<file path="src/rtl/eater_pkg.sv">
// Shared definitions for the eater_core accumulator machine: opcodes, the
// microcode state enum and instruction-field extraction helpers.
package eater_pkg;

  localparam logic [3:0] OP_NOP = 4'h0;
  localparam logic [3:0] OP_LDA = 4'h1;
  localparam logic [3:0] OP_ADD = 4'h2;
  localparam logic [3:0] OP_SUB = 4'h3;
  localparam logic [3:0] OP_STA = 4'h4;
  localparam logic [3:0] OP_LDI = 4'h5;
  localparam logic [3:0] OP_JMP = 4'h6;
  localparam logic [3:0] OP_JC  = 4'h7;
  localparam logic [3:0] OP_JZ  = 4'h8;
  localparam logic [3:0] OP_OUT = 4'hE;
  localparam logic [3:0] OP_HLT = 4'hF;

  typedef enum logic [3:0] {
    S_HALT,
    S_FETCH_A,
    S_FETCH_R,
    S_FETCH_I,
    S_DECODE,
    S_MEM_R,
    S_MEM_L,
    S_ALU,
    S_MEM_W,
    S_OUT_WAIT
  } state_e;

  // Opcode lives in the top nibble of the word, whatever the data width.
  function automatic logic [3:0] opcode_of(input logic [63:0] word, input int data_w);
    return word[data_w-1 -: 4];
  endfunction

  function automatic logic [15:0] operand_of(input logic [63:0] word, input int addr_w);
    logic [63:0] mask;
    mask = (64'd1 << addr_w) - 64'd1;
    return 16'(word & mask);
  endfunction

endpackage

</file>
<file path="src/rtl/eater_ram.sv">
// Single-port synchronous RAM, read-before-write.
module eater_ram #(
  parameter int    DATA_W  = 8,
  parameter int    ADDR_W  = 4,
  parameter string RAM_HEX = ""
) (
  input  logic              clk_i,
  input  logic              we_i,
  input  logic [ADDR_W-1:0] addr_i,
  input  logic [DATA_W-1:0] wdata_i,
  output logic [DATA_W-1:0] rdata_o
);

  logic [DATA_W-1:0] mem_q [0:(1<<ADDR_W)-1];
  logic [DATA_W-1:0] rdata_q;

  always_ff @(posedge clk_i) begin
    rdata_q <= mem_q[addr_i];
    if (we_i) mem_q[addr_i] <= wdata_i;
  end

  assign rdata_o = rdata_q;

endmodule

</file>
<file path="src/rtl/eater_core.sv">
// SAP-style accumulator core with hardwired microcode, halted-only load port
// and a valid/ready output stream. Define EATER_CORE_STEP_EN for step_i.
module eater_core
  import eater_pkg::*;
#(
  parameter int    DATA_W   = 8,  // must be >= ADDR_W+4
  parameter int    ADDR_W   = 4,
  parameter int    RESET_PC = 0,
  parameter string RAM_HEX  = ""
) (
  input  logic              clk_i,
  input  logic              reset,
  input  logic              run_i,
`ifdef EATER_CORE_STEP_EN
  input  logic              step_i,
`endif
  input  logic              load_we_i,
  input  logic [ADDR_W-1:0] load_addr_i,
  input  logic [DATA_W-1:0] load_data_i,
  output logic [DATA_W-1:0] out_data_o,
  output logic              out_valid_o,
  input  logic              out_ready_i,
  output logic              halted_o,
  output logic [ADDR_W-1:0] pc_o
);

  state_e            state_q, state_d;
  logic [ADDR_W-1:0] pc_q, pc_d, mar_q, mar_d;
  logic [DATA_W-1:0] ir_q, ir_d, a_q, a_d, b_q, b_d;
  logic              c_q, c_d, z_q, z_d;
  logic [DATA_W-1:0] out_data_q, out_data_d;
  logic              out_valid_q, out_valid_d;
  logic              run_q;
  logic              stop_fetch;
  logic              core_we;

  logic [3:0]        op;
  logic [ADDR_W-1:0] opd;
  logic              is_sub;
  logic [DATA_W:0]   alu_sum;

  logic [ADDR_W-1:0] ram_addr;
  logic [DATA_W-1:0] ram_wdata, ram_q;
  logic              ram_we;

  assign op     = opcode_of(64'(ir_q), DATA_W);
  assign opd    = ADDR_W'(operand_of(64'(ir_q), ADDR_W));
  assign is_sub = (op == OP_SUB);
  // SUB is A + ~B + 1, so the carry-out is NOT borrow.
  assign alu_sum = {1'b0, a_q} + {1'b0, (is_sub ? ~b_q : b_q)} + (DATA_W+1)'(is_sub);

`ifdef EATER_CORE_STEP_EN
  logic step_q, step_mode_q, step_mode_d;
  assign stop_fetch = ~run_i | step_mode_q;

  always_ff @(posedge clk_i) begin
    if (reset) begin
      step_q      <= 1'b0;
      step_mode_q <= 1'b0;
    end else begin
      step_q      <= step_i;
      step_mode_q <= step_mode_d;
    end
  end
`else
  assign stop_fetch = ~run_i;
`endif

  always_comb begin
    state_d     = state_q;
    pc_d        = pc_q;
    mar_d       = mar_q;
    ir_d        = ir_q;
    a_d         = a_q;
    b_d         = b_q;
    c_d         = c_q;
    z_d         = z_q;
    out_data_d  = out_data_q;
    out_valid_d = out_valid_q;
    core_we     = 1'b0;
`ifdef EATER_CORE_STEP_EN
    step_mode_d = step_mode_q;
`endif
    case (state_q)
      S_HALT: begin
`ifdef EATER_CORE_STEP_EN
        step_mode_d = 1'b0;
        if (run_i && !run_q) state_d = S_FETCH_A;
        else if (step_i && !step_q) begin
          state_d     = S_FETCH_A;
          step_mode_d = 1'b1;
        end
`else
        if (run_i && !run_q) state_d = S_FETCH_A;
`endif
      end
      S_FETCH_A: begin
        if (stop_fetch) state_d = S_HALT;
        else begin
          mar_d   = pc_q;
          state_d = S_FETCH_R;
        end
      end
      S_FETCH_R: state_d = S_FETCH_I;
      S_FETCH_I: begin
        ir_d    = ram_q;
        pc_d    = pc_q + ADDR_W'(1);
        state_d = S_DECODE;
      end
      S_DECODE: begin
        state_d = S_FETCH_A;
        case (op)
          OP_NOP: ;
          OP_LDI: a_d = DATA_W'(opd);
          OP_JMP: pc_d = opd;
          OP_JC:  if (c_q) pc_d = opd;
          OP_JZ:  if (z_q) pc_d = opd;
          OP_HLT: state_d = S_HALT;
          OP_OUT: begin
            out_data_d  = a_q;
            out_valid_d = 1'b1;
            state_d     = S_OUT_WAIT;
          end
          OP_LDA, OP_ADD, OP_SUB: begin
            mar_d   = opd;
            state_d = S_MEM_R;
          end
          OP_STA: begin
            mar_d   = opd;
            state_d = S_MEM_W;
          end
          default: ;
        endcase
      end
      S_MEM_R: state_d = S_MEM_L;
      S_MEM_L: begin
        if (op == OP_LDA) begin
          a_d     = ram_q;
          state_d = S_FETCH_A;
        end else begin
          b_d     = ram_q;
          state_d = S_ALU;
        end
      end
      S_ALU: begin
        a_d     = alu_sum[DATA_W-1:0];
        c_d     = alu_sum[DATA_W];
        z_d     = (alu_sum[DATA_W-1:0] == '0);
        state_d = S_FETCH_A;
      end
      S_MEM_W: begin
        core_we = 1'b1;
        state_d = S_FETCH_A;
      end
      S_OUT_WAIT: begin
        // The handshake cycle doubles as the next FETCH_A, so an unstalled
        // OUT costs four cycles.
        if (out_ready_i) begin
          out_valid_d = 1'b0;
          if (stop_fetch) state_d = S_HALT;
          else begin
            mar_d   = pc_q;
            state_d = S_FETCH_R;
          end
        end
      end
      default: state_d = S_HALT;
    endcase
  end

  always_ff @(posedge clk_i) begin
    if (reset) begin
      state_q     <= S_HALT;
      pc_q        <= ADDR_W'(RESET_PC);
      mar_q       <= '0;
      ir_q        <= '0;
      a_q         <= '0;
      b_q         <= '0;
      c_q         <= 1'b0;
      z_q         <= 1'b0;
      out_data_q  <= '0;
      out_valid_q <= 1'b0;
      run_q       <= 1'b0;
    end else begin
      state_q     <= state_d;
      pc_q        <= pc_d;
      mar_q       <= mar_d;
      ir_q        <= ir_d;
      a_q         <= a_d;
      b_q         <= b_d;
      c_q         <= c_d;
      z_q         <= z_d;
      out_data_q  <= out_data_d;
      out_valid_q <= out_valid_d;
      run_q       <= run_i;
    end
  end

  // Load port owns the RAM port while halted; STA owns it otherwise.
  assign ram_addr  = halted_o ? load_addr_i : mar_q;
  assign ram_wdata = halted_o ? load_data_i : a_q;
  assign ram_we    = (halted_o & load_we_i) | core_we;

  eater_ram #(
    .DATA_W (DATA_W),
    .ADDR_W (ADDR_W),
    .RAM_HEX(RAM_HEX)
  ) u_ram (
    .clk_i  (clk_i),
    .we_i   (ram_we),
    .addr_i (ram_addr),
    .wdata_i(ram_wdata),
    .rdata_o(ram_q)
  );

  assign halted_o    = (state_q == S_HALT);
  assign pc_o        = pc_q;
  assign out_data_o  = out_data_q;
  assign out_valid_o = out_valid_q;

endmodule

</file>
<file path="config.mk">
export PLATFORM = sky130hd
export DESIGN_NAME = eater_core
export DESIGN_NICKNAME = d
export VERILOG_FILES = /design/src/rtl/eater_pkg.sv /design/src/rtl/eater_ram.sv /design/src/rtl/eater_core.sv
export SDC_FILE = /design/constraint.sdc
export NUM_CORES = 1
export LEC_CHECK = 0
export ABC_AREA = 1
export CORE_ASPECT_RATIO = 1.25
export CORE_MARGIN = 1.5
export CORE_UTILIZATION = 55
export DETAILED_ROUTE_END_ITERATION = 10
export PLACE_DENSITY = 0.73
export SLEW_MARGIN = 20
export SYNTH_ARGS = -nofsm -noshare
export SYNTH_HDL_FRONTEND = slang
export SYNTH_SLANG_ARGS = --single-unit
export TNS_END_PERCENT = 5
</file>
<file path="constraint.sdc">
create_clock -name clk_i -period 3.73 [get_ports clk_i]
set_input_delay 0.5595 -clock clk_i [delete_from_list [all_inputs] [get_ports clk_i]]
set_output_delay 0.5595 -clock clk_i [all_outputs]
set_load 0.05 [all_outputs]
</file>
==> impl_metrics.csv <==
group,metric,value,unit
cells_and_area,final_cell_count_no_fill,1200,
critical_path,crit_fanout,18,
sta,layout_setup_ws,0.755,ns
job,cap_violations,0,
sta,hold_viol,0,
routing,vias_per_cell,5.21,
synthesis,async_flop_share,0,%
critical_path,crit_arrival,2.42,ns
cts,clock_path_buffers,2,
sta,max-slew-margin-rel,36.2,%
critical_path,cp_top_family,"buffers and inverters",
global_routing,antenna_found_initial,0,
global_routing,overflow,0,
place,placed_area,8860,um2
place,port-buffer-count,30,
synthesis,yosys_warnings,0,
synthesis,synth_edf_count,128,
place,dpl.cell_count,1170,
routing,wl_met2,9660,um
sta,tns,0,ns
critical_path,cp.required,3.17,ns
cts,clk_latency,0.43,ns
critical_path,crit_path_max_incr_delay,0.86,ns
routing,via_count,6252,
place,pre_cts_ws,0.653,ns
synthesis,post_synth_num_cell_types,35,
sta,fin_skew,0.0118,ns
cts,cts_tree,"built",
cts,cts_root_buf,"clkbuf_16",
synthesis,synthTopCellsByArea,"edfxtp_1 46%, nand2_1 20%, dfxtp_1 13%, nor2_1 3.2%, inv_1 3.1%",
sta,fmax,336,MHz
sta,timing_worst_slew_pin_value,0.957,ns
critical_path,path_class,"reg2out",
sta,setup_viol,0,
synthesis,syn-mean-instance-area,8.60,um2
routing,drt_iter0_markers,457,
floorplanning,initial_core_util,56.1,%
critical_path,crit_chain,"nor2_4 > nand2_4 > clkinv_1 > clkdlybuf4s50_1",
cells_and_area,area_growth,12.1,%
hold_path,holdCritPathClass,"reg2reg",
pwr,max-vdd-ir-drop,351,uV
global_routing,grt_pass1_wl,29300,um
sta,rsz0062_at_grt,"false",
synthesis,ys_ff_latch,184,
floorplanning,dieArea,16000,um2
routing,drc,0,
cells_and_area,nNetsFinal,1033,
synthesis,synth.most_common_cell,"nand2_1",
cells_and_area,fin_area,9410,um2
synthesis,synth_area,8390,um2
routing,wirelength,18500,um
critical_path,crit_buf_inv,2,
floorplanning,dieWidth,113,um
routing,drt-met1-wl,7780,um
sta,finalMaxSlewViolations,0,
critical_path,cp_slowest_cell,"clkdlybuf4s50_1",
status,outcome,"finished, final reports clean",
critical_path,start_kind,"register",
cts,cts_buffers,17,
synthesis,ys.flop_type,"edfxtp_1",
synthesis,yosys.area.top_type,"edfxtp_1",
routing,firstDrtPassIters,5,
cells_and_area,drive_gt1_share,6.58,%
synthesis,synth-seq-area-share,59.2,%
cts,clkSinkCount,184,
synthesis,synth_common_cells,"448 x nand2_1, 128 x edfxtp_1, 72 x nor2_1",
sta,period_needed,2.97,ns
sta,holdWs,0.456,ns
synthesis,netlist_instances,975,
place,dpl.hpwl,12500,um
critical_path,crit_path_end_kind,"output pin",
sta,finalCritPeriodShare,79.8,%
routing,routedWlPerCell,15.5,um
global_routing,track_usage,24.3,%
synthesis,synth_nets,1001,
pwr,p_per_area,501,nW/um2
cts,cts_resized,0,
pwr,p_leak,0.00402,uW
routing,dr_wl_met3,708,um
routing,routed.top_layer,"met4",
floorplanning,ios,31,
cts,cts_setup_buffers,0,
floorplanning,coreArea,15000,um2
cts,cts.reportedPaths.clkPinSlew,0.06,ns
floorplanning,rows,50,
routing,postRouteAntennaNets,0,
synthesis,synth_top_area_share,45.8,%
floorplanning,die_y,141,um
place,place_congestion,0.898,
global_routing,grt_max_degree,49,
cts,h-tree-depth,4,
cells_and_area,antenna_cells,0,
global_routing,grt_pass1_vias,5743,
cts,hold_buffers,0,
==> area by class of cell <==
class | instances | area (um2)
inverter | 81 | 304
sequential | 184 | 4960
clock buffer | 17 | 425
timing repair buffer | 43 | 398
clock inverter | 13 | 123
tap | 182 | 228
multi-input combinational | 680 | 2960
fill | 1254 | 5550
==> cells by family (layout without fill, tap and decap cells) <==
logic type | Yosys count | after routing | synth area share (%)
adders and majority gates | 9 | 9 | 1.43
and+or+nand+nor | 569 | 569 | 26.6
xor gates and xnor gates | 8 | 8 | 0.835
AOI/OAI and AO/OA | 94 | 94 | 6.28
buffers and inverters | 111 | 154 | 5.65
DFF | 184 | 184 | 59.2
==> path summary, 6_finish.rpt <==
check,startpoint,to,slack (ns),cells past startpoint
worst max register to register,state_q[0],u_ram.mem_q[1][3],1.00,5
worst min register to register,mar_q[1],mar_q[1],0.46,2
worst min-delay path,mar_q[1],mar_q[1],0.46,2
worst max-delay path,state_q[0],halted_o,0.76,4
==> power breakdown <==
group          leakage [uW]  switching (uW)  total (uW)  internal, uW
registers           0.00162            35.2        2330          2300
logic               0.00214             508         694           186
clock network      0.000264             768        1690           920
total               0.00402            1310        4710          3400
==> layer usage <==
metal	track usage, %	vias up
met2	43.3	161
met3	4.17	30
met4	9.21	0
met1	29.5	2866
met5	0	-
li1	-	3195
==> through the flow <==
| step | util [%] | total power, uW |
|---|---|---|
| 2_1_floorplan | - | 2850 |
| 3_3_place_gp | 59.2 | 3060 |
| 3_5_place_dp | 59.2 | 3060 |
| 4_1_cts | 62.9 | 4720 |
| 5_1_grt | 62.9 | 4900 |
| 6_report | 62.9 | 4710 |
==> worst reg2reg max path: stages, from the launching register on <==
cell and delay (ns):
dfxtp_1 0.37, nor2_4 0.18, nand2_4 0.12, o21ai_2 0.67
nand3_1 0.41, nor2_1 0.62
==> layout by cell type (no fill, tap or decap), types with 17 or more instances in the layout <==
cell	synthesis	layout
nand2_1	448	448
o21ai_0	42	34
clkdlybuf4s50_1	0	30
dfxtp_1	56	56
nor2_1	72	72
clkbuf_16	0	17
edfxtp_1	128	128
a21oi_1	33	33
inv_1	70	70
nand3_1	25	25
==> registers in the layout, summed over array words and instances (netlist names), 4 cells and up <==
name           count
state_q            4
a_q                8
out_data_o         8
u_ram.rdata_o      8
ir_q               8
u_ram.mem_q      128
b_q                8
mar_q              4
pc_o               4
Note: power is estimated with default switching activity, not from simulation.
